==> config.mk <==
export PLATFORM = sky130hd
export DESIGN_NAME = time_keeper_flat
export DESIGN_NICKNAME = d
export VERILOG_FILES = /design/src/rtl/time_keeper_if.sv /design/src/rtl/time_keeper.sv /design/src/flat_wrapper.sv
export SDC_FILE = /design/constraint.sdc
export NUM_CORES = 1
export LEC_CHECK = 0
export ABC_AREA = 1
export CORE_MARGIN = 2
export CORE_UTILIZATION = 50
export DETAILED_ROUTE_END_ITERATION = 12
export PLACE_DENSITY = 0.75
export REMOVE_ABC_BUFFERS = 1
export SYNTH_ARGS = -nofsm -noshare
export SYNTH_HDL_FRONTEND = slang
export SYNTH_SLANG_ARGS = --single-unit
==> constraint.sdc <==
create_clock -name CLK -period 3.3 [get_ports CLK]
set_clock_uncertainty 0.1 [all_clocks]
set_input_delay 0.66 -clock CLK [delete_from_list [all_inputs] [get_ports CLK]]
set_output_delay 0.66 -clock CLK [all_outputs]
set_load 0.02 [all_outputs]
==> src/rtl/time_keeper_if.sv <==
// Time-set digit bus and running time outputs of the time keeper.
// The master drives the set digits and the keeper drives the running time.
interface time_keeper_if;
  logic       SET;
  logic [3:0] SSEC0;
  logic [3:0] SSEC1;
  logic [3:0] SMIN0;
  logic [3:0] SMIN1;
  logic [3:0] SHOUR0;
  logic [3:0] SHOUR1;
  logic [3:0] SDAY0;
  logic [3:0] SDAY1;
  logic [3:0] SEC0;
  logic [3:0] SEC1;
  logic [3:0] MIN0;
  logic [3:0] MIN1;
  logic [3:0] HOUR0;
  logic [3:0] HOUR1;
  logic [3:0] DAY0;
  logic [3:0] DAY1;
  logic       TICK;
  logic       DAY_ROLL;
  logic       LOAD_ERR;

  modport master (
    output SET,
    output SSEC0, SSEC1,
    output SMIN0, SMIN1,
    output SHOUR0, SHOUR1,
    output SDAY0, SDAY1,
    input  SEC0, SEC1,
    input  MIN0, MIN1,
    input  HOUR0, HOUR1,
    input  DAY0, DAY1,
    input  TICK,
    input  DAY_ROLL,
    input  LOAD_ERR
  );

  modport slave (
    input  SET,
    input  SSEC0, SSEC1,
    input  SMIN0, SMIN1,
    input  SHOUR0, SHOUR1,
    input  SDAY0, SDAY1,
    output SEC0, SEC1,
    output MIN0, MIN1,
    output HOUR0, HOUR1,
    output DAY0, DAY1,
    output TICK,
    output DAY_ROLL,
    output LOAD_ERR
  );
endinterface

==> src/rtl/time_keeper.sv <==
// Running BCD day/hour/min/sec counter with a 1 Hz prescaler.
// Set mode mirrors and validates the set digits; run mode counts.
module time_keeper #(
  parameter int TICK_DIV = 50_000_000,
  parameter int CNT_W    = 26
) (
  input  logic         CLK,
  input  logic         RST,
  time_keeper_if.slave tk
);

  logic [CNT_W-1:0] pre;
  logic             wrap;

  logic [3:0] sec0, sec1;
  logic [3:0] min0, min1;
  logic [3:0] hour0, hour1;
  logic [3:0] day0, day1;

  logic tick_q;
  logic roll_q;
  logic err_q;

  logic sec_ok, min_ok;
  logic hour_ok, day_ok;

  logic [3:0] n_sec0, n_sec1;
  logic [3:0] n_min0, n_min1;
  logic [3:0] n_hour0, n_hour1;
  logic [3:0] n_day0, n_day1;
  logic       c_min, c_hour;
  logic       c_day, c_roll;

  function automatic logic fld_ok(
    input logic [3:0] t,
    input logic [3:0] o,
    input int         lo,
    input int         hi
  );
    int v;
    v = int'(t) * 10 + int'(o);
    return (t <= 4'd9) && (o <= 4'd9)
        && (v >= lo) && (v <= hi);
  endfunction

  assign wrap = (pre == CNT_W'(TICK_DIV - 1));

  always_comb begin
    sec_ok  = fld_ok(tk.SSEC1, tk.SSEC0, 0, 59);
    min_ok  = fld_ok(tk.SMIN1, tk.SMIN0, 0, 59);
    hour_ok = fld_ok(tk.SHOUR1, tk.SHOUR0, 0, 23);
    day_ok  = fld_ok(tk.SDAY1, tk.SDAY0, 1, 31);
  end

  // Whole carry chain is resolved here so a tick updates every field at once
  always_comb begin
    n_sec0  = sec0;
    n_sec1  = sec1;
    n_min0  = min0;
    n_min1  = min1;
    n_hour0 = hour0;
    n_hour1 = hour1;
    n_day0  = day0;
    n_day1  = day1;
    c_min   = 1'b0;
    c_hour  = 1'b0;
    c_day   = 1'b0;
    c_roll  = 1'b0;

    if (sec0 == 4'd9) begin
      n_sec0 = 4'd0;
      if (sec1 == 4'd5) begin
        n_sec1 = 4'd0;
        c_min  = 1'b1;
      end else begin
        n_sec1 = sec1 + 4'd1;
      end
    end else begin
      n_sec0 = sec0 + 4'd1;
    end

    if (c_min) begin
      if (min0 == 4'd9) begin
        n_min0 = 4'd0;
        if (min1 == 4'd5) begin
          n_min1 = 4'd0;
          c_hour = 1'b1;
        end else begin
          n_min1 = min1 + 4'd1;
        end
      end else begin
        n_min0 = min0 + 4'd1;
      end
    end

    if (c_hour) begin
      if (hour1 == 4'd2 && hour0 == 4'd3) begin
        n_hour1 = 4'd0;
        n_hour0 = 4'd0;
        c_day   = 1'b1;
      end else if (hour0 == 4'd9) begin
        n_hour0 = 4'd0;
        n_hour1 = hour1 + 4'd1;
      end else begin
        n_hour0 = hour0 + 4'd1;
      end
    end

    if (c_day) begin
      if (day1 == 4'd3 && day0 == 4'd1) begin
        n_day1 = 4'd0;
        n_day0 = 4'd1;
        c_roll = 1'b1;
      end else if (day0 == 4'd9) begin
        n_day0 = 4'd0;
        n_day1 = day1 + 4'd1;
      end else begin
        n_day0 = day0 + 4'd1;
      end
    end
  end

  always_ff @(posedge CLK) begin
    if (RST) begin
      pre    <= '0;
      sec0   <= 4'd0;
      sec1   <= 4'd0;
      min0   <= 4'd0;
      min1   <= 4'd0;
      hour0  <= 4'd0;
      hour1  <= 4'd0;
      day0   <= 4'd1;
      day1   <= 4'd0;
      tick_q <= 1'b0;
      roll_q <= 1'b0;
      err_q  <= 1'b0;
    end else if (tk.SET) begin
      pre    <= '0;
      tick_q <= 1'b0;
      roll_q <= 1'b0;
      sec0   <= sec_ok ? tk.SSEC0 : 4'd0;
      sec1   <= sec_ok ? tk.SSEC1 : 4'd0;
      min0   <= min_ok ? tk.SMIN0 : 4'd0;
      min1   <= min_ok ? tk.SMIN1 : 4'd0;
      hour0  <= hour_ok ? tk.SHOUR0 : 4'd0;
      hour1  <= hour_ok ? tk.SHOUR1 : 4'd0;
      day0   <= day_ok ? tk.SDAY0 : 4'd1;
      day1   <= day_ok ? tk.SDAY1 : 4'd0;
      err_q  <= ~(sec_ok & min_ok & hour_ok & day_ok);
    end else begin
      err_q  <= 1'b0;
      tick_q <= wrap;
      roll_q <= wrap & c_roll;
      if (wrap) begin
        pre   <= '0;
        sec0  <= n_sec0;
        sec1  <= n_sec1;
        min0  <= n_min0;
        min1  <= n_min1;
        hour0 <= n_hour0;
        hour1 <= n_hour1;
        day0  <= n_day0;
        day1  <= n_day1;
      end else begin
        pre <= pre + CNT_W'(1);
      end
    end
  end

  assign tk.SEC0     = sec0;
  assign tk.SEC1     = sec1;
  assign tk.MIN0     = min0;
  assign tk.MIN1     = min1;
  assign tk.HOUR0    = hour0;
  assign tk.HOUR1    = hour1;
  assign tk.DAY0     = day0;
  assign tk.DAY1     = day1;
  assign tk.TICK     = tick_q;
  assign tk.DAY_ROLL = roll_q;
  assign tk.LOAD_ERR = err_q;

endmodule

==> src/flat_wrapper.sv <==
// flat-port wrapper written by rule: the top's interface ports become plain ports
module time_keeper_flat 
#(
  parameter int TICK_DIV = 50_000_000,
  parameter int CNT_W    = 26
)
  (CLK, RST, tk_SET, tk_SSEC0, tk_SSEC1, tk_SMIN0, tk_SMIN1, tk_SHOUR0, tk_SHOUR1, tk_SDAY0, tk_SDAY1, tk_SEC0, tk_SEC1, tk_MIN0, tk_MIN1, tk_HOUR0, tk_HOUR1, tk_DAY0, tk_DAY1, tk_TICK, tk_DAY_ROLL, tk_LOAD_ERR);
  time_keeper_if tk_i ();
  input  logic CLK;
  input  logic RST;
  input wire logic [$bits(tk_i.SET)-1:0] tk_SET;
  input wire logic [$bits(tk_i.SSEC0)-1:0] tk_SSEC0;
  input wire logic [$bits(tk_i.SSEC1)-1:0] tk_SSEC1;
  input wire logic [$bits(tk_i.SMIN0)-1:0] tk_SMIN0;
  input wire logic [$bits(tk_i.SMIN1)-1:0] tk_SMIN1;
  input wire logic [$bits(tk_i.SHOUR0)-1:0] tk_SHOUR0;
  input wire logic [$bits(tk_i.SHOUR1)-1:0] tk_SHOUR1;
  input wire logic [$bits(tk_i.SDAY0)-1:0] tk_SDAY0;
  input wire logic [$bits(tk_i.SDAY1)-1:0] tk_SDAY1;
  output wire logic [$bits(tk_i.SEC0)-1:0] tk_SEC0;
  output wire logic [$bits(tk_i.SEC1)-1:0] tk_SEC1;
  output wire logic [$bits(tk_i.MIN0)-1:0] tk_MIN0;
  output wire logic [$bits(tk_i.MIN1)-1:0] tk_MIN1;
  output wire logic [$bits(tk_i.HOUR0)-1:0] tk_HOUR0;
  output wire logic [$bits(tk_i.HOUR1)-1:0] tk_HOUR1;
  output wire logic [$bits(tk_i.DAY0)-1:0] tk_DAY0;
  output wire logic [$bits(tk_i.DAY1)-1:0] tk_DAY1;
  output wire logic [$bits(tk_i.TICK)-1:0] tk_TICK;
  output wire logic [$bits(tk_i.DAY_ROLL)-1:0] tk_DAY_ROLL;
  output wire logic [$bits(tk_i.LOAD_ERR)-1:0] tk_LOAD_ERR;
  assign tk_i.SET = tk_SET;
  assign tk_i.SSEC0 = tk_SSEC0;
  assign tk_i.SSEC1 = tk_SSEC1;
  assign tk_i.SMIN0 = tk_SMIN0;
  assign tk_i.SMIN1 = tk_SMIN1;
  assign tk_i.SHOUR0 = tk_SHOUR0;
  assign tk_i.SHOUR1 = tk_SHOUR1;
  assign tk_i.SDAY0 = tk_SDAY0;
  assign tk_i.SDAY1 = tk_SDAY1;
  assign tk_SEC0 = tk_i.SEC0;
  assign tk_SEC1 = tk_i.SEC1;
  assign tk_MIN0 = tk_i.MIN0;
  assign tk_MIN1 = tk_i.MIN1;
  assign tk_HOUR0 = tk_i.HOUR0;
  assign tk_HOUR1 = tk_i.HOUR1;
  assign tk_DAY0 = tk_i.DAY0;
  assign tk_DAY1 = tk_i.DAY1;
  assign tk_TICK = tk_i.TICK;
  assign tk_DAY_ROLL = tk_i.DAY_ROLL;
  assign tk_LOAD_ERR = tk_i.LOAD_ERR;
  time_keeper #(.TICK_DIV(TICK_DIV), .CNT_W(CNT_W)) u_core (.CLK(CLK), .RST(RST), .tk(tk_i));
endmodule
==> flow_summary.ini, run 1 <==
[setup_path]
slowest_delay_ns = 0.42
path_cells = clkdlybuf4s50_1 > ha_1 > ha_1 > fa_1 > or2_2 > o21ai_0 > nand2_1 > nor2_1 > nand3_1 > nor2_1 > a21oi_1 > nor2_1
cp.arrival_ns = 3.18
path_class = primary input to flip-flop
rrSetupSlack_ns = 0.96
cp_max_fo = 7
crit_path_end_kind = flip-flop
crit_top_cell = nor2_1
required_ns = 3.47
cp_slowest_cell = clkdlybuf4s50_1
startpoint_type = primary input

[yosys]
netlist_instances = 733
synth.avg_cell_area_um2 = 6.415
synth_top_area_share_pct = 25.97
seq_area_frac_synth_pct = 25.97
synth-warning-count = 0
synth_cell_types = 36
yosysTopAreaCell = dfxtp_1
syn_area_um2 = 4702
netlist_top_cells_area = dfxtp_1 (26%), nand2_1 (16%), ha_1 (9.6%), nor2_1 (8.4%), inv_1 (7.4%)
synth_seq_cells = 61

[die]
die_h_um = 101.0
ios = 70
core_area_um2 = 9196
start_util_pct = 51.13
die_area_um2 = 10200
die_w_um = 101.0
row_count = 35

[clock_tree]
cts_hold_buf = 0
cts_tree = done
clkTransAtPathRegs_ns = 0.06
cts_htree_levels = 3
cts_resized = 0
post-cts-setup-buffer-count = 0
cts-root-buf = clkbuf_8
insertion_delay_ns = 0.34
cts_inserted_buffers = 9
clkSinkCount = 61
clockBufferDepth = 2

[detailed_routing]
vias = 4893
drt-pass1-iter-count = 5
routed_wl_mm = 11.40
vias_per_cell = 5.228
wl_per_cell_um = 12.18
route.detailed.drc = 0
ant_nets = 0
drt-initial-drc-count = 276

[outcome]
run_status = complete, no violations

[final_layout]
final_nets = 899
antenna_cells = 0
area_growth_pct = 23.42
drive_gt1_share_pct = 6.545
fin_util_pct = 63.10

[sta]
rsz0062_at_grt = false
setup_viol = 0
tns_ns = 0
fmax_ghz = 0.3322
slew_viol_final = 0
relSlewSlack_pct = 58.09
worst_slew_pin_slew_ns = 0.6270
fin_crit_ns = 3.010
hold_viol = 0
finalCritPeriodShare_pct = 91.22

[placement]
portBuffers = 69
dp.final_hpwl_mm = 8.897
place_congestion = 0.9224

[pwr]
p_leak_uw = 0.002658
total_power_uw = 1968
worst_ir_drop_vdd_mv = 0.2457
powerDensity_nw_per_um2 = 339.1

[global_route]
grt_usage_pct = 23.34
antenna_found_initial = 0
grt_pass1_vias = 4743
grt_max_degree = 44
grt_pass1_wl_mm = 19.67
grt_overflow = 0

[run]
cap_violations = 0

[hold_path]
min_path_type = flip-flop to flip-flop
==> area by class of cell <==
| class | count | area (um^2) |
|---|---|---|
| Fill cell | 848 | 3393 |
| Clock buffer | 11 | 141.4 |
| Multi-Input combinational cell | 563 | 3047 |
| Tap cell | 111 | 138.9 |
| Clock inverter | 5 | 50.05 |
| Timing Repair Buffer | 90 | 848.3 |
| Sequential cell | 61 | 1221 |
| Inverter | 95 | 356.6 |
==> worst max-delay path, delay by kind of cell <==
family          cells  cell delay, ns
fa+ha+maj           3            0.92
simple gates        6            1.00
buf+inv             1            0.42
compound gates      2            0.18
==> logic make-up (layout without fill, tap and decap cells) <==
kind of cell	count (synthesis)	in the layout	share of synthesized area, %
buffers and inverters	109	201	9.233
DFF	61	61	25.97
AOI/OAI and AO/OA	84	84	9.579
xor gates and xnor gates	20	20	3.725
adders and majority gates	44	44	12.99
and+or+nand+nor	415	415	38.50
==> synthesized netlist by cell type <==
| cell | count |
|---|---|
| buf_6 | 1 |
| nor2_2 | 4 |
| and2_1 | 1 |
| nor2_4 | 1 |
| nand2_1 | 197 |
| nor3b_1 | 2 |
| nor3_1 | 10 |
| inv_1 | 93 |
| o21bai_1 | 1 |
| nand2_2 | 3 |
| nand3_2 | 3 |
| nor2_1 | 105 |
| o21ai_0 | 26 |
| o211ai_1 | 1 |
| o21ai_1 | 1 |
| o21a_1 | 7 |
| nand3b_1 | 12 |
| nand4_1 | 23 |
| nand2_4 | 1 |
| a21oi_1 | 44 |
| and3_1 | 1 |
| or2_0 | 1 |
| or2_2 | 4 |
| xnor2_1 | 5 |
| dfxtp_1 | 61 |
| inv_2 | 2 |
| a211oi_1 | 2 |
| buf_8 | 1 |
| a31oi_1 | 2 |
| fa_1 | 8 |
| nor4_1 | 2 |
| clkbuf_1 | 7 |
| xor2_1 | 15 |
| ha_1 | 36 |
| buf_2 | 5 |
| nand3_1 | 45 |
==> per-stage QoR <==
| step | area [um^2] | hold WS, ns | setup slack, ns | std cells |
|---|---|---|---|---|
| final | 5803 | 0.3494 | 0.2899 | 936 |
| after global routing | 5803 | 0.3846 | 0.03518 | 936 |
| after CTS | 5803 | 0.3547 | 0.3195 | 936 |
| after detailed placement | 5612 | 0.3454 | -0.03143 | 920 |
| after global placement | 5612 | 0.3293 | 0.03085 | 920 |
| after floorplan | 4624 | 0.3176 | 0.6226 | 719 |
==> metal layers <==
layer / GRT usage [%] / wire length [um] / up-vias
met1: 29.29 / 5154 / 2205
li1: - / - / 2530
met2: 39.95 / 5478 / 137
met3: 3.675 / 539 / 21
met5: 0 / 0 / -
met4: 9.459 / 232 / 0
==> cells in the final DEF (no fill, tap or decap), types with 4 or more instances in the layout <==
cell,count
a21oi_1,44
buf_4,21
clkbuf_8,10
clkdlybuf4s50_1,69
clkinv_2,4
dfxtp_1,61
fa_1,8
ha_1,36
inv_1,93
nand2_1,197
nand3_1,45
nand3b_1,12
nand4_1,23
nor2_1,105
nor2_2,4
nor3_1,10
o21a_1,7
o21ai_0,26
or2_2,4
xnor2_1,5
xor2_1,15
==> final timing paths <==
path,from,endpoint,cells after the start
worst max-delay path,tk_SDAY1[1],u_core.tk.DAY0[1]$_SDFFE_PP0P_,12
worst min-delay path,u_core.pre[0]$_SDFF_PP0_,u_core.pre[0]$_SDFF_PP0_,1
worst max register to register,u_core.pre[0]$_SDFF_PP0_,u_core.tk.MIN0[2]$_SDFFE_PP0P_,12
worst min register to register,u_core.pre[0]$_SDFF_PP0_,u_core.pre[0]$_SDFF_PP0_,1
==> flip-flops by register name (all words and copies together) (netlist names) <==
register / count
u_core.pre: 26
u_core.tk.DAY0: 4
u_core.tk.DAY1: 4
u_core.tk.HOUR0: 4
u_core.tk.HOUR1: 4
u_core.tk.MIN0: 4
u_core.tk.MIN1: 4
u_core.tk.SEC0: 4
u_core.tk.SEC1: 4
u_core.tk.DAY_ROLL: 1
u_core.tk.LOAD_ERR: 1
u_core.tk.TICK: 1
==> where the power goes <==
part           total (uW)  leakage (uW)  switching (uW)  internal, uW
Clock                 658      0.000103             293           364
Sequential            795      0.000497            32.1           763
Combinational         515       0.00206             290           225
Total                1970       0.00266             615          1350
Note: power is estimated with default switching activity, not from simulation.
==> run 2: changes to the inputs <==
Settings changed: PLACE_DENSITY 0.75 to 0.83.
Clock period 3.3 ns to 3.08 ns, I/O delays scaled along.
==> flow_summary.ini, run 2 (synthesized netlist as in run 1, its figures left out) <==
[die]
row_count = 35
die_h_um = 101.0
start_util_pct = 51.13
die_area_um2 = 10200
die_w_um = 101.0
core_area_um2 = 9196
ios = 70

[global_route]
antenna_found_initial = 0
grt_pass1_wl_mm = 20.23
grt_overflow = 0
grt_usage_pct = 24.48
grt_max_degree = 44
grt_pass1_vias = 4741

[detailed_routing]
vias = 5035
wl_per_cell_um = 12.61
drt-pass1-iter-count = 5
drt-initial-drc-count = 324
vias_per_cell = 5.328
route.detailed.drc = 0
routed_wl_mm = 11.92
ant_nets = 0

[final_layout]
drive_gt1_share_pct = 8.034
area_growth_pct = 25.25
largest_reg_flops = 26
fin_util_pct = 64.04
layout_commonest_cell = nand2_1
regMostFlops = u_core.pre
layout_common_cells = nand2_1 (196), nor2_1 (103), inv_1 (93)
antenna_cells = 0
final_nets = 909
instances_no_fill = 945

[clock_tree]
cts_resized = 0
post-cts-setup-buffer-count = 0
clkTransAtPathRegs_ns = 0.07
cts-root-buf = clkbuf_8
clockBufferDepth = 2
insertion_delay_ns = 0.35
cts_hold_buf = 0
clkSinkCount = 61
cts_tree = done
cts_htree_levels = 3
cts_inserted_buffers = 9

[setup_path]
cp_max_fo = 7
startpoint_type = primary input
cp.arrival_ns = 3.06
crit_path_end_kind = flip-flop
path_class = primary input to flip-flop
required_ns = 3.26

[sta]
worst_slew_pin_slew_ns = 0.5534
fin_crit_ns = 2.874
slew_viol_final = 0
fmax_ghz = 0.3480
hold_viol = 0
relSlewSlack_pct = 63.01
tns_ns = 0
finalCritPeriodShare_pct = 93.30
rsz0062_at_grt = false
setup_viol = 0

[run]
cap_violations = 0

[pwr]
total_power_uw = 2130
p_leak_uw = 0.002705
worst_ir_drop_vdd_mv = 0.3558
powerDensity_nw_per_um2 = 361.6

[placement]
portBuffers = 69
place_congestion = 0.8815
dp.final_hpwl_mm = 9.191
dp.cells = 930

[hold_path]
min_path_type = flip-flop to flip-flop

[outcome]
run_status = complete, no violations
==> run 2: changes by cell type in the layout (fill, tap and decap cells not counted), sizes merged <==
cell and change:
clkinv -1, buf +10
==> run 2: critical path: stages <==
cell             delay, ns
clkdlybuf4s50_1       0.43
ha_1                  0.32
ha_1                  0.22
fa_1                  0.38
or2_2                 0.28
o21ai_0               0.07
nand2_1               0.08
nor2_1                0.11
nand3_2               0.17
nor2_2                0.19
a21oi_1               0.10
nor2_1                0.08
==> run 2: through the flow <==
| stage | worst slack [ns] | hold WS (ns) | cell area, um^2 |
|---|---|---|---|
| 3_3_place_gp | -0.09361 | 0.3271 | 5687 |
| 4_1_cts | 0.1293 | 0.3557 | 5877 |
| 2_1_floorplan | 0.4466 | 0.3176 | 4624 |
| 6_report | 0.2062 | 0.3517 | 5889 |
| 5_1_grt | 0.003239 | 0.3714 | 5889 |
| 3_5_place_dp | -0.2327 | 0.3443 | 5687 |
==> run 2: worst paths after layout <==
check                            from                              to  slack (ns)  cells past startpoint
max                       tk_SDAY1[1]  u_core.tk.DAY0[3]$_SDFFE_PP0P_        0.21                     12
min          u_core.pre[0]$_SDFF_PP0_        u_core.pre[0]$_SDFF_PP0_        0.35                      1
max reg2reg  u_core.pre[0]$_SDFF_PP0_  u_core.tk.MIN0[3]$_SDFFE_PP0P_        0.73                     12
min reg2reg  u_core.pre[0]$_SDFF_PP0_        u_core.pre[0]$_SDFF_PP0_        0.35                      1
==> run 2: layout make-up <==
| class | instances | area (um^2) |
|---|---|---|
| clock buffers | 11 | 141.4 |
| clock inverters | 4 | 48.80 |
| fillers | 810 | 3307 |
| inverters | 95 | 356.6 |
| multi-input cells | 563 | 3059 |
| flip-flops and latches | 61 | 1221 |
| well taps | 111 | 138.9 |
| repair buffers | 100 | 923.4 |
==> run 2: where the power goes <==
| part | switching (uW) | internal [uW] | total (uW) | leakage [uW] |
|---|---|---|---|---|
| Combinational | 320 | 254 | 574 | 0.00211 |
| Clock | 313 | 390 | 703 | 0.0000992 |
| Sequential | 35.4 | 817 | 853 | 0.000497 |
| Total | 669 | 1460 | 2130 | 0.00271 |
==> run 2: routing by layer <==
metal	part of all wire, %	GRT usage [%]	vias up
met5	0	0	-
met3	5.6	6.865	25
met2	51	42.77	163
met4	2.3	8.732	0
met1	42	28.61	2292
li1	-	-	2555
==> run 3: changes to the inputs <==
Settings changed: PLACE_DENSITY 0.83 to 0.86.
Clock period 3.08 ns to 2.3 ns, I/O delays scaled along.
==> flow_summary.ini, run 3 (synthesized netlist as in run 1, its figures left out) <==
[setup_path]
reg2reg_to = u_core.tk.SEC1[1]$_SDFFE_PP0P_
startpoint_type = primary input
crit_path_end_kind = flip-flop
rrSetupSlack_ns = 0.21
path_class = primary input to flip-flop
reg2regPathDepth = 12
cp.arrival_ns = 2.35
cp_max_fo = 5
r2r-start = u_core.pre[0]$_SDFF_PP0_
required_ns = 2.44

[detailed_routing]
vias = 5134
drt-pass1-iter-count = 5
route.detailed.drc = 0
vias_per_cell = 5.181
wl_per_cell_um = 12.70
drt-initial-drc-count = 255
routed_wl_mm = 12.59
ant_nets = 0

[global_route]
antenna_found_initial = 0
grt_overflow = 0
grt_pass1_vias = 4743
grt_usage_pct = 24.35
grt_max_degree = 44
grt_pass1_wl_mm = 20.27

[placement]
portBuffers = 69
dp.cells = 956
place_congestion = 0.9029
dp.final_hpwl_mm = 8.819
place_ws_ns = -0.8073

[pwr]
p_leak_uw = 0.002953
total_power_uw = 3030
powerDensity_nw_per_um2 = 470.8
internal_power_uw = 2056
power_frac_seq_pct = 37.7
p_comb_share_pct = 30.4
switching_power_uw = 974.2
worst_ir_drop_vdd_mv = 0.3331
clkPwrFrac_pct = 32.0
swShare_pct = 32.15

[final_layout]
layout_common_cells = nand2_1 (190), nor2_1 (100), inv_1 (90)
final_nets = 954
drive_gt1_share_pct = 18.64
nFillCells = 715
regMostFlops = u_core.pre
instances_no_fill = 991
layout_commonest_cell = nand2_1
area_growth_pct = 36.85
largest_reg_flops = 26
antenna_cells = 0

[hold_path]
min_to = u_core.pre[0]$_SDFF_PP0_
min_path_type = flip-flop to flip-flop
hold_path_depth = 1
hold_path.startpoint = u_core.pre[0]$_SDFF_PP0_

[die]
die_h_um = 101.0
start_util_pct = 51.13
row_count = 35
die_area_um2 = 10200
core_area_um2 = 9196
ios = 70
die_w_um = 101.0

[run]
cap_violations = 0

[sta]
fin_hold_ws_ns = 0.3491
worst_slew_pin_slew_ns = 0.4367
fin_crit_ns = 2.209
slew_viol_final = 0
setup_ws_ns = 0.09095
tns_ns = 0
rsz0062_at_grt = true
setup_viol = 0
fmax_ghz = 0.4527
hold_viol = 0
finalCritPeriodShare_pct = 96.05
relSlewSlack_pct = 70.89

[clock_tree]
cts_htree_levels = 3
clkSinkCount = 61
cts_hold_buf = 0
cts_tree = done
cts-root-buf = clkbuf_8
clockBufferDepth = 2
cts_inserted_buffers = 9
clkTransAtPathRegs_ns = 0.07
insertion_delay_ns = 0.34

[outcome]
run_status = complete, no violations
==> run 3: cell count changes in the layout (fill, tap and decap cells not counted), moves of 7 or more <==
cell,before,now
ha_1,36,20
buf_4,31,71
clkdlybuf4s50_1,69,50
ha_4,0,9
ha_2,0,7
==> run 3: what timing repair did <==
action,4_1_cts,5_1_grt
endpoints found under the setup margin,33,33
gates resized for setup,67,45
setup buffers,7,10
hold endpoints to repair,0,0
pin swaps,36,42
gates cloned,1,1
==> run 3: layout make-up <==
type	instances	area (um^2)	share of cell area (%)
Clock buffer	10	137.6	2.139
Timing Repair Buffer	144	1235	19.19
Tap cell	111	138.9	2.158
Inverter	95	356.6	5.542
Sequential cell	61	1221	18.98
Clock inverter	6	62.56	0.9722
Multi-Input combinational cell	564	3283	51.02
==> run 3: worst max path at each step <==
stage | from | to | cells past startpoint
finish | tk_SSEC1[0] | u_core.tk.LOAD_ERR$_SDFF_PP0_ | 10
global route | tk_SSEC1[0] | u_core.tk.LOAD_ERR$_SDFF_PP0_ | 10
CTS | tk_SHOUR0[1] | u_core.tk.LOAD_ERR$_SDFF_PP0_ | 14
detailed placement | tk_SDAY1[1] | u_core.tk.DAY0[2]$_SDFFE_PP0P_ | 12
global placement | tk_SDAY1[1] | u_core.tk.DAY0[2]$_SDFFE_PP0P_ | 12
floorplan | tk_SMIN1[1] | u_core.tk.LOAD_ERR$_SDFF_PP0_ | 14
==> run 3: layer usage <==
metal / GRT usage [%] / vias up / wire length [um]
met5: 0 / - / 0
met4: 8.524 / 0 / 291
met1: 29.59 / 2315 / 5393
met3: 5.617 / 33 / 606
met2: 42.15 / 134 / 6299
li1: - / 2652 / -
==> run 3: worst max-delay path, cell delays in order <==
cell and delay, ns:
dlygate4sd2_1 0.25, ha_2 0.20, ha_2 0.18, fa_2 0.54, nand4_1 0.13, a31oi_2 0.20, buf_4 0.17, nand2_2 0.06
nor2_1 0.10, nor2_1 0.05
==> run 3: power by group through the flow <==
stage          clock network [uW]  logic [uW]  registers [uW]
6_report                      968         920            1140
5_1_grt                      1030        1020            1150
2_1_floorplan                   0         391            1200
3_3_place_gp                    0         773            1160
3_5_place_dp                    0         792            1160
4_1_cts                       977         854            1140
==> run 3: per-stage QoR <==
step	util, %	cell area [um^2]
after global routing	69.97	6435
after CTS	68.07	6260
final	69.97	6435
after global placement	63.96	5882
after floorplan	-	4624
after detailed placement	63.96	5882
==> variant 1 (config.mk and constraints of run 3) <==
`CNT_W` is set to 26 in 2 places; all go to 22.
--- a/src/rtl/time_keeper.sv
+++ b/src/rtl/time_keeper.sv
@@ -4,3 +4,3 @@
   parameter int TICK_DIV = 50_000_000,
-  parameter int CNT_W    = 26
+  parameter int CNT_W    = 22
 ) (
--- a/src/flat_wrapper.sv
+++ b/src/flat_wrapper.sv
@@ -4,3 +4,3 @@
   parameter int TICK_DIV = 50_000_000,
-  parameter int CNT_W    = 26
+  parameter int CNT_W    = 22
 )
Check against the original RTL: same outputs for any inputs over 10 cycles, from zero or initial values and one cycle with RST high; that may be too few to reach the edited logic, so the function may still have changed.
==> variant 1 against run 3 <==
- setup slack worse by 32 ps
- power up 0.22%
- final area down 1.8%
- count of clock-buffer cells in the layout up 3
- synthesized area down 2.1%
- via count up 2.7%
- sequential cell count down 4
- sequential share of layout area down 0.91 points
- wire length up 6.0%
- cell count down 2.3%
- critical path type unchanged
- critical endpoint unchanged
- largest power group is now the clock network
==> variant 1: results (changes against run 3) <==
pin count of the biggest net entering global routing=43 (-2.3%); Post-Route WL=13.3 mm (+6.0%); WHS=391 ps (+42.0 ps); outcome=finished clean; wire per inst=13.8 um (+8.5%); RR Startpoint=u_core.tk.DAY1[0]$_SDFFE_PP0P_; nets=933 (-2.2%); hpwl dp=9.78 mm (+11%); share of layout cells above drive strength 1=19.3% (+0.62 points); first-pass GRT wire length=21.7 mm (+7.0%); Seq/Total Area, Yosys=24.8% (-1.2 points); top cells by area, synth=dfxtp_1, nand2_1, ha_1, nor2_1, inv_1; Syn Area/Cell=6.38 um2 (-0.50%); r2r worst-path depth=8 (-4); global router's overall resource usage=26.4% (+2.1 points); # placed instances=939 (-1.8%); CP delay by family, top=simple AND/OR/NAND/NOR gates; worst-margin pin slew=434 ps (-2.25 ps); pre-CTS WS=-750 ps (+57.7 ps); reg-to-reg endpoint=u_core.tk.DAY0[3]$_SDFFE_PP0P_; shortest period the worst path allows=2240 ps (+31.7 ps); most common library cells after synthesis=nand2_1, nor2_1, inv_1; CTS Root Cell=clkbuf_8; Leak=2.87 nW (-2.8%); post-synth cell types=39 (+8.3%); R2R setup slack=330 ps (+120 ps); peak supply drop=0.319 mV (-4.1%); fill count=688 (-3.8%); drt first-iter violations=211 (-17%); RD Place Congestion=0.889 (-1.6%); CP max stage delay=390 ps (-150 ps)
==> variant 1: cells by family (layout without fill, tap and decap cells) <==
group	count (synthesis)	in the layout	synth area share, %
buffers and inverters	105	241	9.03
AO/OA/AOI/OAI	91	91	10.4
flip-flops	57	57	24.8
adder cells (fa/ha/maj)	45	45	13.5
AND/OR/NAND/NOR	406	406	39.0
XOR/XNOR	17	17	3.24
==> variant 1: layout make-up <==
| cell class | instances | share of cell area (%) |
|---|---|---|
| Multi-Input combinational cell | 559 | 52.0 |
| Timing Repair Buffer | 135 | 18.7 |
| Sequential cell | 57 | 18.1 |
| Inverter | 91 | 5.41 |
| Clock buffer | 13 | 2.67 |
| Tap cell | 111 | 2.20 |
| Clock inverter | 2 | 0.951 |
==> variant 1: layer usage <==
| metal | wire (um) | GRT usage, % | up-vias |
|---|---|---|---|
| li1 | - | - | 2593 |
| met1 | 5300 | 28.9 | 2438 |
| met2 | 6850 | 49.7 | 194 |
| met3 | 708 | 4.32 | 47 |
| met4 | 483 | 12.3 | 0 |
| met5 | 0 | 0 | - |
==> variant 1: timing repair <==
action / in CTS / in global routing
buffers inserted: 9 / 3
cloned: 2 / 0
setup endpoints to repair: 33 / 33
pin swaps: 29 / 26
resized for setup: 58 / 48
==> variant 1: through the flow <==
stage / total power [mW] / instance area (um2) / util [%]
5_1_grt: 3.18 / 6320 / 69.7
2_1_floorplan: 1.49 / 4530 / -
3_3_place_gp: 1.82 / 5770 / 63.7
3_5_place_dp: 1.85 / 5770 / 63.7
4_1_cts: 2.98 / 6190 / 68.3
6_report: 3.04 / 6320 / 69.7
==> variant 1: where the power goes <==
group          total [mW]  switching, mW  internal (mW)
Clock                1.10          0.402          0.694
Combinational       0.871          0.474          0.398
Sequential           1.07         0.0453           1.02
==> variant 1: how the worst min path moves through the flow <==
stage	depth (start not counted)	start	end
finish	1	u_core.pre[0]$_SDFF_PP0_	u_core.pre[0]$_SDFF_PP0_
global route	1	u_core.pre[0]$_SDFF_PP0_	u_core.pre[0]$_SDFF_PP0_
CTS	2	u_core.pre[8]$_SDFF_PP0_	u_core.pre[8]$_SDFF_PP0_
detailed placement	1	u_core.pre[0]$_SDFF_PP0_	u_core.pre[0]$_SDFF_PP0_
global placement	1	u_core.pre[0]$_SDFF_PP0_	u_core.pre[0]$_SDFF_PP0_
floorplan	1	u_core.pre[0]$_SDFF_PP0_	u_core.pre[0]$_SDFF_PP0_
==> variant 1: worst reg2reg max path: stages (launching register included) <==
cell and delay, ps:
dfxtp_1 400, ha_1 210, nand2_1 80, nor3_1 210, nand3_1 260, nand3_1 270, nor2_1 80, nor2_1 180
a21oi_2 80
==> variant 2 (settings of run 3) <==
Without the edit above. Make the reset (`RST`) asynchronous in one clocked block.
--- a/src/rtl/time_keeper.sv
+++ b/src/rtl/time_keeper.sv
@@ -122,3 +122,3 @@
 
-  always_ff @(posedge CLK) begin
+  always_ff @(posedge CLK or posedge RST) begin
     if (RST) begin
Check against the original RTL: differs if RST is asserted again (counterexample within 4 cycles, from zero or initial values and one cycle with RST high); with RST held inactive, the same outputs for 10 cycles.
==> variant 2 against run 3 <==
- setup slack lost 60 ps
- power rose by 36%
- wire length is 13% higher
- final area up 6.9%
- sequential cell count is the same
- die area rose by 8.0%
- cell count up 2.3%
- clock power is 28% higher
- first-iteration DRC count increased by 33%
- synthesized area is 8.4% higher
- critical path type unchanged
- highest routed layer unchanged
==> variant 2: results (changes against run 3) <==
outcome=finished clean; R2R setup slack=140 ps (-70 ps); Via Count=5393 (+5.0%); dpl cell area=6260 um2 (+6.5%); First-pass DRT Iterations=5 (unchanged); nets=953 (-0.10%); fill count=765 (+7.0%); ys async rst share=100% (+100 points); Worst Path Max Fanout=6 (+1); Post-Route WL=14.2 mm (+13%); Worst Hold Class=primary input to async pin; reg-to-reg endpoint=u_core.tk.SEC0[2]$_DFFE_PP0P_; I/O Buffers=69 (unchanged); hpwl dp=9.84 mm (+12%); first-pass GRT wire length=23.6 mm (+16%); pre-CTS WS=-775 ps (+32.0 ps); drt first-iter violations=338 (+33%); post-synth cell types=39 (+8.3%); peak supply drop=0.389 mV (+17%); Worst Path Arrival=2440 ps (+90 ps); RD Place Congestion=0.960 (+6.3%); most common library cells after synthesis=nand2_1, inv_1, nor2_1; Synth Flop Type=dfrtp_1; WHS=363 ps (+14.4 ps); Critical path origin=tk_SSEC1[1]; worst-margin pin slew=538 ps (+101 ps); r2r worst-path depth=10 (-2); Most flops, register=u_core.pre; final period utilization=98.6% (+2.6 points); pin count of the biggest net entering global routing=62 (+41%); post-synthesis cell count=747 (+1.9%); critical path's slowest cell=fa_1; Seq/Total Area, Yosys=30.0% (+4.0 points); # placed instances=988 (+3.3%); Core Util, Final=70.0% (+0.070 points); global router's overall resource usage=26.1% (+1.8 points); share of layout cells above drive strength 1=21.0% (+2.4 points); fin cells=1014 (+2.3%); vias in the first global route=5206 (+9.8%); max FFs per register=26 (unchanged); top cells by area, synth=dfrtp_1, nand2_1, ha_1, inv_1, nor2_1; RR Startpoint=u_core.pre[1]$_DFF_PP0_; Leak=3.27 nW (+11%); CP max stage delay=510 ps (-30 ps)
variant 2: cell type report:
class                   instances  share of cell area (%)
clock buffers                  13                    2.46
clock inverters                 3                    1.31
inverters                     113                    6.24
multi-input cells             564                    49.1
flip-flops and latches         61                    22.2
well taps                     133                    2.42
repair buffers                127                    16.3
variant 2: worst max path at each step:
stage | endpoint | cells past startpoint
final | u_core.tk.SEC1[1]$_DFFE_PP0P_ | 13
after global routing | u_core.tk.HOUR1[1]$_DFFE_PP0P_ | 15
after CTS | u_core.tk.SEC0[2]$_DFFE_PP0P_ | 13
after detailed placement | u_core.tk.SEC0[2]$_DFFE_PP0P_ | 13
after global placement | u_core.tk.LOAD_ERR$_DFF_PP0_ | 13
after floorplan | u_core.tk.SEC0[2]$_DFFE_PP0P_ | 11
variant 2: worst max-delay path, delay by kind of cell:
family / cells / cell delay [ps]
adder cells (fa/ha/maj): 3 / 880
buffers and inverters: 3 / 360
AO/OA/AOI/OAI: 2 / 300
AND/OR/NAND/NOR: 5 / 430
variant 2: timing repair:
| action | 4_1_cts | 5_1_grt |
|---|---|---|
| endpoints found under the setup margin | 33 | 37 |
| setup buffers | 3 | 6 |
| gates resized for setup | 81 | 46 |
| cloned | 1 | 0 |
| pin swaps | 35 | 34 |
variant 2: where the power goes:
part           switching (mW)  total [mW]  internal [mW]
sequential              0.195        1.39           1.20
combinational           0.810        1.48          0.667
clock                   0.430        1.24          0.810
total                    1.44        4.11           2.67
variant 2: cells by family after synthesis:
family                   Yosys count  share of synthesized area (%)
AND/OR/NAND/NOR                  417                           36.4
buffers and inverters            122                           9.70
AO/OA/AOI/OAI                     89                           9.70
flip-flops                        61                           30.0
adder cells (fa/ha/maj)           42                           11.5
XOR/XNOR                          16                           2.75
variant 2: metal layers:
metal | up-vias | GRT usage (%) | wire length [um]
li1 | 2663 | - | -
met1 | 2511 | 31.7 | 5890
met2 | 176 | 45.8 | 7290
met3 | 43 | 5.93 | 678
met4 | 0 | 8.48 | 385
met5 | - | 0 | 0
